===== src/rtl/core_req_bank_sel_pkg.sv =====
// Shared widths and helpers for the core request bank selector.
// Width helpers take the module parameters so every file derives the same sizes.
package core_req_bank_sel_pkg;

  localparam int PERF_CTR_BITS = 44;

  function automatic int word_addr_width(input int word_size);
    return 32 - $clog2(word_size);
  endfunction

  function automatic int word_select_bits(input int line_size, input int word_size);
    return $clog2(line_size / word_size);
  endfunction

  function automatic int bank_select_bits(input int num_banks);
    return $clog2(num_banks);
  endfunction

  function automatic int line_addr_width(input int word_size, input int line_size,
                                         input int num_banks);
    return word_addr_width(word_size) - word_select_bits(line_size, word_size)
           - bank_select_bits(num_banks);
  endfunction

  function automatic int reqs_bits(input int num_reqs);
    return (num_reqs > 1) ? $clog2(num_reqs) : 1;
  endfunction

  function automatic logic [7:0] popcount(input logic [63:0] v);
    logic [7:0] cnt;
    cnt = 8'd0;
    for (int i = 0; i < 64; i++) begin
      cnt = cnt + {7'd0, v[i]};
    end
    return cnt;
  endfunction

endpackage


===== src/rtl/core_req_bank_sel.sv =====
// Combinational crossbar routing core requests onto bank lanes with fixed
// lowest-index priority per bank; the only state is the bank-conflict counter.
module core_req_bank_sel
  import core_req_bank_sel_pkg::*;
#(
  parameter int CACHE_ID          = 0,
  parameter int CACHE_LINE_SIZE   = 64,
  parameter int NUM_BANKS         = 2,
  parameter int NUM_PORTS         = 1,
  parameter int WORD_SIZE         = 4,
  parameter int NUM_REQS          = 4,
  parameter int CORE_TAG_WIDTH    = 10,
  parameter int BANK_ADDR_OFFSET  = 0,
  parameter int SHARED_BANK_READY = 0
) (
  input  logic clk_i,
  input  logic rst_ni,
  input  logic [NUM_REQS-1:0] core_req_valid_i,
  input  logic [NUM_REQS-1:0] core_req_rw_i,
  input  logic [NUM_REQS*word_addr_width(WORD_SIZE)-1:0] core_req_addr_i,
  input  logic [NUM_REQS*WORD_SIZE-1:0] core_req_byteen_i,
  input  logic [NUM_REQS*8*WORD_SIZE-1:0] core_req_data_i,
  input  logic [NUM_REQS*CORE_TAG_WIDTH-1:0] core_req_tag_i,
  output logic [NUM_REQS-1:0] core_req_ready_o,
  output logic [NUM_BANKS-1:0] per_bank_core_req_valid_o,
  output logic [NUM_BANKS-1:0] per_bank_core_req_rw_o,
  output logic [NUM_BANKS*reqs_bits(NUM_REQS)-1:0] per_bank_core_req_tid_o,
  output logic [NUM_BANKS*line_addr_width(WORD_SIZE, CACHE_LINE_SIZE, NUM_BANKS)-1:0]
               per_bank_core_req_addr_o,
  output logic [NUM_BANKS*WORD_SIZE-1:0] per_bank_core_req_byteen_o,
  output logic [NUM_BANKS*8*WORD_SIZE-1:0] per_bank_core_req_data_o,
  output logic [NUM_BANKS*CORE_TAG_WIDTH-1:0] per_bank_core_req_tag_o,
  output logic [NUM_BANKS*NUM_PORTS-1:0] per_bank_core_req_pmask_o,
  output logic [NUM_BANKS*NUM_PORTS*((word_select_bits(CACHE_LINE_SIZE, WORD_SIZE) > 0) ?
               word_select_bits(CACHE_LINE_SIZE, WORD_SIZE) : 1)-1:0] per_bank_core_req_wsel_o,
  input  logic [((SHARED_BANK_READY != 0) ? 1 : NUM_BANKS)-1:0] per_bank_core_req_ready_i,
  output logic [PERF_CTR_BITS-1:0] bank_stalls_o
);

  localparam int WAW   = word_addr_width(WORD_SIZE);
  localparam int WSB   = word_select_bits(CACHE_LINE_SIZE, WORD_SIZE);
  localparam int BSB   = bank_select_bits(NUM_BANKS);
  localparam int LAW   = line_addr_width(WORD_SIZE, CACHE_LINE_SIZE, NUM_BANKS);
  localparam int RB    = reqs_bits(NUM_REQS);
  localparam int WSW   = (WSB > 0) ? WSB : 1;
  localparam int BSW   = (BSB > 0) ? BSB : 1;
  localparam int DW    = 8 * WORD_SIZE;
  localparam int WSELW = NUM_PORTS * WSW;
  localparam logic [WAW-1:0] LOW_MASK = (WAW'(1) << BANK_ADDR_OFFSET) - WAW'(1);

  if (NUM_PORTS != 1 || CACHE_ID < 0) begin : g_bad_cfg
    $error("core_req_bank_sel: NUM_PORTS must be 1 and CACHE_ID non-negative");
  end

  logic [WAW-1:0]      addr_s  [NUM_REQS];
  logic [WAW-1:0]      line_s  [NUM_REQS];
  logic [BSW-1:0]      bank_s  [NUM_REQS];
  logic [WSW-1:0]      wsel_s  [NUM_REQS];
  logic [LAW-1:0]      baddr_s [NUM_REQS];
  logic [NUM_REQS-1:0] blocked_s;
  logic [7:0]          nstall_s;
  logic [PERF_CTR_BITS-1:0] stalls_q, stalls_d;

  for (genvar r = 0; r < NUM_REQS; r++) begin : g_req
    assign addr_s[r] = core_req_addr_i[r*WAW +: WAW];
    assign line_s[r] = addr_s[r] >> WSB;

    if (WSB > 0) begin : g_wsel
      assign wsel_s[r] = addr_s[r][WSW-1:0];
    end else begin : g_no_wsel
      assign wsel_s[r] = WSW'(0);
    end

    // Bank field is cut out of the line address; bits above it slide down.
    if (BSB > 0) begin : g_bank
      assign bank_s[r]  = line_s[r][BANK_ADDR_OFFSET +: BSW];
      assign baddr_s[r] = LAW'((line_s[r] & LOW_MASK)
                          | ((line_s[r] >> (BANK_ADDR_OFFSET + BSB)) << BANK_ADDR_OFFSET));
    end else begin : g_one_bank
      assign bank_s[r]  = BSW'(0);
      assign baddr_s[r] = LAW'(line_s[r]);
    end

    if (SHARED_BANK_READY != 0) begin : g_rdy_shared
      assign core_req_ready_o[r] = per_bank_core_req_ready_i[0] & ~blocked_s[r];
    end else begin : g_rdy_bank
      assign core_req_ready_o[r] = per_bank_core_req_ready_i[bank_s[r]] & ~blocked_s[r];
    end
  end

  // A request is blocked when any lower-index valid request targets its bank.
  always_comb begin
    blocked_s = '0;
    for (int r = 1; r < NUM_REQS; r++) begin
      for (int j = 0; j < r; j++) begin
        blocked_s[r] = blocked_s[r] | (core_req_valid_i[j] & (bank_s[j] == bank_s[r]));
      end
    end
  end

  for (genvar b = 0; b < NUM_BANKS; b++) begin : g_bank_sel
    logic          hit_s;
    logic [RB-1:0] sel_s;

    // Scan downwards so the lowest matching index is the one that sticks.
    always_comb begin
      hit_s = 1'b0;
      sel_s = '0;
      for (int r = NUM_REQS - 1; r >= 0; r--) begin
        sel_s = (core_req_valid_i[r] && bank_s[r] == BSW'(b)) ? RB'(r) : sel_s;
        hit_s = hit_s | (core_req_valid_i[r] & (bank_s[r] == BSW'(b)));
      end
    end

    assign per_bank_core_req_valid_o[b] = hit_s;
    assign per_bank_core_req_rw_o[b]    = hit_s & core_req_rw_i[sel_s];
    assign per_bank_core_req_tid_o[b*RB +: RB] = hit_s ? sel_s : '0;
    assign per_bank_core_req_addr_o[b*LAW +: LAW] = hit_s ? baddr_s[sel_s] : '0;
    assign per_bank_core_req_byteen_o[b*WORD_SIZE +: WORD_SIZE] =
        hit_s ? core_req_byteen_i[sel_s*WORD_SIZE +: WORD_SIZE] : '0;
    assign per_bank_core_req_data_o[b*DW +: DW] = hit_s ? core_req_data_i[sel_s*DW +: DW] : '0;
    assign per_bank_core_req_tag_o[b*CORE_TAG_WIDTH +: CORE_TAG_WIDTH] =
        hit_s ? core_req_tag_i[sel_s*CORE_TAG_WIDTH +: CORE_TAG_WIDTH] : '0;
    assign per_bank_core_req_pmask_o[b*NUM_PORTS +: NUM_PORTS] = NUM_PORTS'(hit_s);
    assign per_bank_core_req_wsel_o[b*WSELW +: WSELW] = hit_s ? WSELW'(wsel_s[sel_s]) : '0;
  end

  assign nstall_s = popcount(64'(core_req_valid_i & blocked_s));

  // Every valid loser adds one stall, whether or not its bank is ready.
  always_comb begin
    stalls_d = stalls_q + PERF_CTR_BITS'(nstall_s);
  end

  // Conflict counter register.
  always_ff @(posedge clk_i or negedge rst_ni) begin
    if (!rst_ni) begin
      stalls_q <= '0;
    end else begin
      stalls_q <= stalls_d;
    end
  end

  assign bank_stalls_o = stalls_q;

endmodule


===== config.mk =====
export PLATFORM = sky130hd
export DESIGN_NAME = core_req_bank_sel
export DESIGN_NICKNAME = d
export VERILOG_FILES = /design/src/rtl/core_req_bank_sel_pkg.sv /design/src/rtl/core_req_bank_sel.sv
export SDC_FILE = /design/constraint.sdc
export NUM_CORES = 1
export LEC_CHECK = 0
export CELL_PAD_IN_SITES_DETAIL_PLACEMENT = 1
export CELL_PAD_IN_SITES_GLOBAL_PLACEMENT = 2
export CORE_AREA = 2 2 203 205
export CTS_BUF_LIST = sky130_fd_sc_hd__clkbuf_4
export CTS_CLUSTER_SIZE = 25
export DETAILED_ROUTE_END_ITERATION = 8
export DIE_AREA = 0 0 205 207
export HOLD_SLACK_MARGIN = 0.02
export PLACE_DENSITY_LB_ADDON = 0.3
export REMOVE_ABC_BUFFERS = 1
export SETUP_SLACK_MARGIN = 0.1
export SYNTH_ARGS = -nofsm -noshare
export SYNTH_HDL_FRONTEND = slang
export SYNTH_SLANG_ARGS = --single-unit
export TNS_END_PERCENT = 20

===== constraint.sdc =====
create_clock -name clk_i -period 4 [get_ports clk_i]
set_clock_uncertainty 0.05 [all_clocks]
set_input_delay 0.8 -clock clk_i [delete_from_list [all_inputs] [get_ports clk_i]]
set_output_delay 0.8 -clock clk_i [all_outputs]
set_load 0.05 [all_outputs]

Word level (Yosys, flattened, before mapping). Index checks and enable logic that the tools add are counted.

Add/subtract/negate cells: 64. $mul: 2. Order comparisons: 8. Equality and inequality tests: 6. Shift operators: 6. Mux-type cells: 44. Bitwise operators: 38. Reduce and logical (&&, ||, !) cells: 8.

Operators with widths (count): 8-bit by 1-bit adder with 8-bit output, second input constant (56); 128-bit by 8-bit indexed part select with 32-bit output (2); 25-bit two-way mux (6); 25-bit binary-select mux with 2-bit select (2); 40-bit by 7-bit indexed part select with 10-bit output (2); 32-bit two-way mux (2); 44-bit by 8-bit adder with 44-bit output (1); 4-bit two-way mux (8); 16-bit by 5-bit indexed part select with 4-bit output (2); 10-bit two-way mux (2); 2-bit two-way mux (10); 1-bit bitwise AND (19); 4-bit binary-select mux with 2-bit select (2); 2-bit by 3-bit multiplier with 5-bit output, second input constant (2); 1-bit two-way mux (10); 1-bit bitwise OR (9); 7-bit by 1-bit adder with 8-bit output, second input constant (1); 1-bit logical AND (8); 1-bit by 2-bit < comparator with 1-bit output, second input constant (4); 6-bit by 1-bit adder with 7-bit output, second input constant (1); 1-bit NOT (7); 5-bit by 1-bit adder with 6-bit output, second input constant (1); 1-bit equality test (6); 3-bit greater-or-equal comparator, second input constant (2); other kinds (8) (11).

Register bits: 44. Output and inout port bits: 208. Logic and storage cells: 177.

Logic depth before layout (Yosys ltp). Gate-level depths: netlist (run 1).

Word-level depth: 69. Depth in mapped cells: 16.

Least setup slack after synthesis (run 1). OpenSTA, ideal clock, no wires.

Path type: input-to-reg. From: input port core_req_valid_i[0]. To: register stalls_q[40], in the netlist bank_stalls_o[40]. Data arrival time: 3.800 ns. Data required time: 3.809 ns. Path slack: 0.009 ns. Stages on the path: 16. Path buffers: 2. Path through: and2_1 -> buf_2 -> a21oi_1 -> and2_1 -> nand2_1 -> o311ai_0 -> fa_1 -> inv_1 -> ha_1 -> fa_1 -> nand4_1 -> or2_2 -> clkbuf_1 -> nor3_2 -> nand4_1 -> xnor2_1.

Word-level cells in the longest chain between the ends: 66. Elaborated cells between the ends (all ways): 71.

RTL lines: start, declared (RTL line core_req_bank_sel.sv:18) `input logic [NUM_REQS-1:0] core_req_valid_i,`; 1-bit bitwise AND (RTL line core_req_bank_sel.sv:96) `blocked_s[r] = blocked_s[r] | (core_req_valid_i[j] & (bank_s[j] == bank_s[r]));`; 4-bit bitwise AND (*) (RTL line core_req_bank_sel.sv:128) `assign nstall_s = popcount(64'(core_req_valid_i & blocked_s));`; 1-bit by 1-bit adder with 2-bit output, or another cell as far along (RTL line core_req_bank_sel_pkg.sv:33) `cnt = cnt + {7'd0, v[i]};`; 2-bit by 1-bit adder with 3-bit output / 4-bit bitwise AND (equally long branches) (RTL line core_req_bank_sel_pkg.sv:33, core_req_bank_sel.sv:128); 3-bit by 1-bit adder with 4-bit output (*) (RTL line core_req_bank_sel_pkg.sv:33); 4-bit by 1-bit adder with 5-bit output (*) (RTL line core_req_bank_sel_pkg.sv:33); 5-bit by 1-bit adder with 6-bit output (*) (RTL line core_req_bank_sel_pkg.sv:33); 6-bit by 1-bit adder with 7-bit output (*) (RTL line core_req_bank_sel_pkg.sv:33); 7-bit by 1-bit adder with 8-bit output (*) (RTL line core_req_bank_sel_pkg.sv:33); 8-bit by 1-bit adder with 8-bit output (*) (56 in a row) (RTL line core_req_bank_sel_pkg.sv:33); 44-bit by 8-bit adder with 44-bit output (*) (RTL line core_req_bank_sel.sv:132) `stalls_d = stalls_q + PERF_CTR_BITS'(nstall_s);`; named net stalls_d[40] (RTL line core_req_bank_sel.sv:62) `logic [PERF_CTR_BITS-1:0] stalls_q, stalls_d;`; end signal, assigned (RTL line core_req_bank_sel.sv:140) `stalls_q <= stalls_d;`; end, declared (RTL line core_req_bank_sel.sv:62).

Mark *: on every way through the listed nets, which the timed path passes. The rest lies on a longest branch.

==> out/results.txt, run 1 <==
Status: completed
Switching share of power: 0.4899
Commonest non-fill, non-tap cell in the layout: clkdlybuf4s50_1
Crit start category: input pin
Initial core utilization: 0.1483
Worst vdd ir: 0.0001638 V
Clk network pwr share: 0.068
Register area: 1101 um^2
Total Routing Usage GR: 0.2148
Share of cells above drive strength 1: 0.1809
Largest net degree at the start of global routing: 51
Pleak: 5.367 nW
CTS tree: done
Number of fillers in the final layout: 4699
Clk Latency, worst-skew pair: 0.36 ns
Mux cell area share after synthesis: 0.1289
EDFF count, synth: 0
GRT overflow: 0
Final period utilization: 0.9504
CP Capture Type: output port
Synth async-reset ratio: 1.000
Area of the core: 40370 um^2
Crit Path Class: in2out
Slew Viols, Final: 0
Worst Path Buf+Inv: 5
Via count: 8953
Min cycle time layout: 3.801 ns
Yosys cell types: 38
Main combinational cell family by area after synthesis: compound AO/OA/AOI/OAI gates
Dpl hpwl: 36760 um
First-pass detailed-route iteration total: 5
Most frequent cells in the layout: 358 x clkdlybuf4s50_1, 179 x nand2_1, 149 x buf_12, 80 x a21oi_1, 77 x o21ai_0
Max FFs per register: 44
Seq cells post-synth: 44
Total Wirelength: 47930 um
Sequential share of the synthesized area: 0.1839
Largest delay contributor family on the critical path: buffers and inverters
Switch Pwr: 1.656 mW
Cell area after layout: 13560 um^2
Die area: 42440 um^2
Internal power: 1.724 mW
Synth warn: 0
Initial antenna violation count: 10
Pwr/cell area: 249.2 nW/um^2
Arrival @ worst endpoint: 2.95 ns
Top-level port count: 524
Mapped Cells: 833
Combinational share of power: 0.774
Top FF cell, synth: dfrtp_1
Least-Margin Pin Slew: 1.005 ns
Crit path max-delay cell type: clkdlybuf4s50_1
Max clock buf depth: 2
Vias in the first global route: 9282
Placer Congestion: 0.8914
Netlist Area Pre-Place: 5987 um^2
Sink Count: 44
Total CTS buffers: 5
Die H: 207 um
Post-Synth Simple-Gate Area: 0.1910
Final setup fails: 0
Synth Area in Compound Gates: 0.3603
Crit-path max cell delay: 0.51 ns
Post-DR wirelength/cell: 25.61 um
Req. time, crit path: 3.15 ns
Critical Path Stages: 9
Area delta synth->final: 126.6%
Hold Path Stages: 1
FF-to-FF path depth: 11
Hold Vio Cnt, Final: 0
Buffers on Ports: 523
CP Cell Sequence: clkdlybuf4s50_1, nor2b_1, buf_4, nor2_4, buf_12, buf_12, mux2i_1, o21ai_0, buf_12
DRC: 0
CTS H-tree depth: 2
Critical path peak fanout: 21
Post-Synth Adder-Cell Area: 0.01087
Post-layout worst setup margin: 0.1985 ns
DP Area: 13490 um^2
Hold/Removal Path Class: reg2reg
Net count, final: 1657
First-pass GRT wire length: 68000 um
Sequential share of power: 0.159
Initial DRC Count: 479
Root buffer cell: clkbuf_4
Pre-CTS WS: -0.3144 ns
Die W: 205 um
Rel. slew slack: 0.3302
Finished Core Util: 0.3360
Post-Synth XOR/XNOR Area: 0.06290
Post-route antenna net violation count: 0
Peak Freq: 263.1 MHz
FP Rows: 74
CTS Hold Bufs: 0
Multi-input gate area: 4589 um^2
Post-Syn Area per Cell: 7.187 um^2
Clock Pin Slew Worst Setup and Hold Paths: 0.13 ns
RSZ-0062 raised after global routing: true
Via-to-Cell Ratio: 4.783
CP dominant cell by count: buf_12
Maxcap violations: 0
## worst register-to-register path, delay by kind of cell (launching register included)
| kind | cells | cell delay [ns] |
|---|---|---|
| buf+inv | 3 | 0.29 |
| flops | 1 | 0.37 |
| fa+ha+maj | 3 | 0.85 |
| xor+xnor | 1 | 0.15 |
| simple gates | 4 | 0.75 |
## power groups by stage
| stage | clock, mW | sequential (mW) | combinational [mW] |
|---|---|---|---|
| 3_3_place_gp | 0 | 0.543 | 2.62 |
| 4_1_cts | 0.244 | 0.536 | 2.64 |
| 2_1_floorplan | 0 | 0.661 | 1.06 |
| 5_1_grt | 0.259 | 0.546 | 2.73 |
| 3_5_place_dp | 0 | 0.543 | 2.63 |
| 6_report | 0.228 | 0.536 | 2.62 |
## cell usage after synthesis, types with 4 or more instances
library cell | count | share of area
dfrtp_1 | 44 | 0.18
clkbuf_1 | 58 | 0.036
mux2i_1 | 76 | 0.13
buf_1 | 8 | 0.0050
nor3_1 | 6 | 0.0050
buf_2 | 9 | 0.0075
a221o_1 | 76 | 0.13
nor2b_1 | 4 | 0.0042
nand2_1 | 180 | 0.11
xnor2_1 | 31 | 0.045
nor2_1 | 12 | 0.0075
a22oi_1 | 76 | 0.095
buf_4 | 4 | 0.0050
nand3_1 | 24 | 0.020
a21oi_1 | 81 | 0.068
xor2_1 | 12 | 0.018
o21ai_0 | 79 | 0.066
inv_1 | 13 | 0.0082
nand4_1 | 10 | 0.010
## per-layer routing
metal  up-vias  part of all wire  track usage
met2       329              0.51       0.3850
met1      4426              0.39       0.2525
met4        16             0.021      0.04118
met5         -            0.0024            0
li1       4133                 -            -
met3        49             0.082      0.06278
## final cells by class
class / count / share of cell area
Timing Repair Buffer: 576 / 0.5233
Sequential cell: 44 / 0.08117
Multi-Input combinational cell: 697 / 0.3383
Clock buffer: 7 / 0.003874
Clock inverter: 1 / 0.0002767
Inverter: 13 / 0.003597
Antenna cell: 2 / 0.0003690
Tap cell: 532 / 0.04907
## path summary, 6_finish.rpt
kind	end	slack (ns)	from
setup / recovery	per_bank_core_req_addr_o[10]	0.20	core_req_valid_i[2]
hold / removal	bank_stalls_o[43]	0.44	bank_stalls_o[43]
setup reg to reg	bank_stalls_o[36]	1.44	bank_stalls_o[0]
hold reg to reg	bank_stalls_o[43]	0.44	bank_stalls_o[43]
max in group asynchronous	bank_stalls_o[29]	2.74	rst_ni
min in group asynchronous	bank_stalls_o[31]	0.54	rst_ni
## repair_timing
item / CTS / global route
buffers inserted: 0 / 0
gates resized for setup: 2 / 4
setup endpoints to repair: 79 / 23
## cell families (layout without fill, tap and decap cells)
| group | Yosys count | count (layout) |
|---|---|---|
| mux | 77 | 77 |
| fa+ha+maj | 4 | 4 |
| compound gates | 315 | 315 |
| xor+xnor | 43 | 43 |
| flops | 44 | 44 |
| buf+inv | 92 | 597 |
| simple gates | 258 | 258 |
| other cells | 0 | 2 |
## stage by stage
stage	TNS (ns)	total power [mW]	hold WS, ns	std cells
4_1_cts	0	3.423	0.4433	1870
6_report	0	3.380	0.4366	1872
3_3_place_gp	-6.947	3.163	0.4222	1862
2_1_floorplan	-468.26	1.718	0.4544	754
3_5_place_dp	-7.893	3.173	0.4118	1862
5_1_grt	0	3.531	0.4673	1870
(Power assumes the default switching activity.)
==> inputs of run 2 (changes only) <==
- ABC_CLOCK_PERIOD_IN_PS: default -> 4000
==> results of run 2 <==
The final DEF is identical to that of run 1; final timing and power are the same.
==> inputs of run 3 (changes only) <==
- SETUP_SLACK_MARGIN: 0.1 -> 0.15
==> out/results.txt, run 3 (synthesis gave the netlist of run 1 again) <==
Fin Hold WS: 0.4366 ns
DP Area: 13490 um^2
First-pass detailed-route iteration total: 5
Die area: 42440 um^2
Initial DRC Count: 485
Net count, final: 1658
Total Routing Usage GR: 0.2148
RSZ-0062 raised after global routing: true
Power, Total: 3.379 mW
GRT overflow: 0
Die H: 207 um
Largest net degree at the start of global routing: 51
Top-level port count: 524
Slew Viols, Final: 0
Hold/Removal Path Class: reg2reg
Switching share of power: 0.4895
Met3 usage: 0.06278
Internal power: 1.725 mW
Commonest non-fill, non-tap cell in the layout: clkdlybuf4s50_1
Max clock buf depth: 2
Min cycle time layout: 3.803 ns
CTS H-tree depth: 2
FP Rows: 74
Die W: 205 um
Critical path peak fanout: 21
CP Capture Type: output port
Sequential share of power: 0.159
Pre-CTS WS: -0.3144 ns
Via-to-Cell Ratio: 4.783
Grt met1 use: 0.2524
Worst vdd ir: 0.0001641 V
Total CTS buffers: 5
Initial core utilization: 0.1483
Post-layout worst setup margin: 0.1966 ns
Cell area after layout: 13580 um^2
Root buffer cell: clkbuf_4
Initial antenna violation count: 10
Clk Latency, worst-skew pair: 0.36 ns
Hold Vio Cnt, Final: 0
Final setup fails: 0
Clock Pin Slew Worst Setup and Hold Paths: 0.13 ns
CP dominant cell by count: buf_12
Req. time, crit path: 3.15 ns
Crit path max-delay cell type: clkdlybuf4s50_1
Area delta synth->final: 126.9%
Placer Congestion: 0.8914
GRT met2 Usage: 0.3850
Clk network pwr share: 0.068
Rel. slew slack: 0.3294
Crit start category: input pin
GRT busiest layer: met2
Pwr/cell area: 248.8 nW/um^2
Combinational share of power: 0.774
DRC: 0
Area of the core: 40370 um^2
Final period utilization: 0.9508
Maxcap violations: 0
Share of cells above drive strength 1: 0.1815
Peak Freq: 262.9 MHz
Crit-path max cell delay: 0.51 ns
Post-DR wirelength/cell: 25.66 um
Crit Path Class: in2out
Buffers on Ports: 523
Post-route antenna net violation count: 0
First-pass GRT wire length: 67990 um
Post-CTS Setup Repair Bufs: 0
Number of fillers in the final layout: 4700
Arrival @ worst endpoint: 2.95 ns
Most frequent cells in the layout: 358 x clkdlybuf4s50_1, 179 x nand2_1, 149 x buf_12, 80 x a21oi_1, 77 x o21ai_0
Total Wirelength: 48050 um
Dpl hpwl: 36760 um
Max FFs per register: 44
Pleak: 5.392 nW
Switch Pwr: 1.654 mW
Via count: 8959
Status: completed
Least-Margin Pin Slew: 1.006 ns
Sink Count: 44
CTS tree: done
CP Cell Sequence: clkdlybuf4s50_1, nor2b_1, buf_4, nor2_4, buf_12, buf_12, mux2i_1, o21ai_0, buf_12
Vias in the first global route: 9282
-- run 3: cell types whose count changed in the layout (fill, tap and decap cells not counted), sizes merged --
cell,change
buf,+1
-- run 3: power by group through the flow --
stage / clock [mW] / combinational (mW) / sequential (mW)
floorplan: 0 / 1.06 / 0.661
global placement: 0 / 2.62 / 0.543
detailed placement: 0 / 2.63 / 0.543
CTS: 0.244 / 2.64 / 0.536
global route: 0.259 / 2.73 / 0.546
finish: 0.228 / 2.61 / 0.536
-- run 3: layout make-up --
cell class                      instances  area, um^2  area share
Antenna cell                            2       5.005   0.0003685
Clock inverter                          1       3.754   0.0002764
Multi-Input combinational cell        697        4598      0.3386
Clock buffer                            7       52.55    0.003869
Timing Repair Buffer                  577        7107      0.5233
Tap cell                              532       665.6     0.04901
Sequential cell                        44        1101     0.08107
Inverter                               13       48.80    0.003593
-- run 3: critical path: cells and delay by family --
family,cells,cell delay [ns]
buffers and inverters,5,1.27
and+or+nand+nor,2,0.36
muxes,1,0.08
AOI/OAI and AO/OA,1,0.41
-- run 3: through the flow --
stage,util,std cells,setup TNS (ns)
2_1_floorplan,-,754,-468.26
3_3_place_gp,0.3342,1862,-6.947
3_5_place_dp,0.3342,1862,-7.893
4_1_cts,0.3358,1870,0
5_1_grt,0.3363,1871,0
6_report,0.3364,1873,0
-- run 3: final timing paths --
kind | depth (start not counted) | startpoint | slack, ns | end
worst min register to register | 1 | bank_stalls_o[43] | 0.44 | bank_stalls_o[43]
max in group asynchronous | 1 | rst_ni | 2.74 | bank_stalls_o[29]
worst min-delay path | 1 | bank_stalls_o[43] | 0.44 | bank_stalls_o[43]
min in group asynchronous | 1 | rst_ni | 0.54 | bank_stalls_o[31]
worst max-delay path | 9 | core_req_valid_i[2] | 0.20 | per_bank_core_req_addr_o[10]
worst max register to register | 11 | bank_stalls_o[0] | 1.47 | bank_stalls_o[42]
-- run 3: metal layers --
layer / vias up / part of all wire
met5: - / 0.0024
met4: 16 / 0.022
met3: 53 / 0.083
met2: 352 / 0.50
met1: 4403 / 0.39
li1: 4135 / -
-- run 3: repair_timing --
action,4_1_cts,5_1_grt
endpoints found under the setup margin,90,31
pin swaps,0,1
hold buffers,0,0
gates cloned,0,1
gates resized for setup,4,5
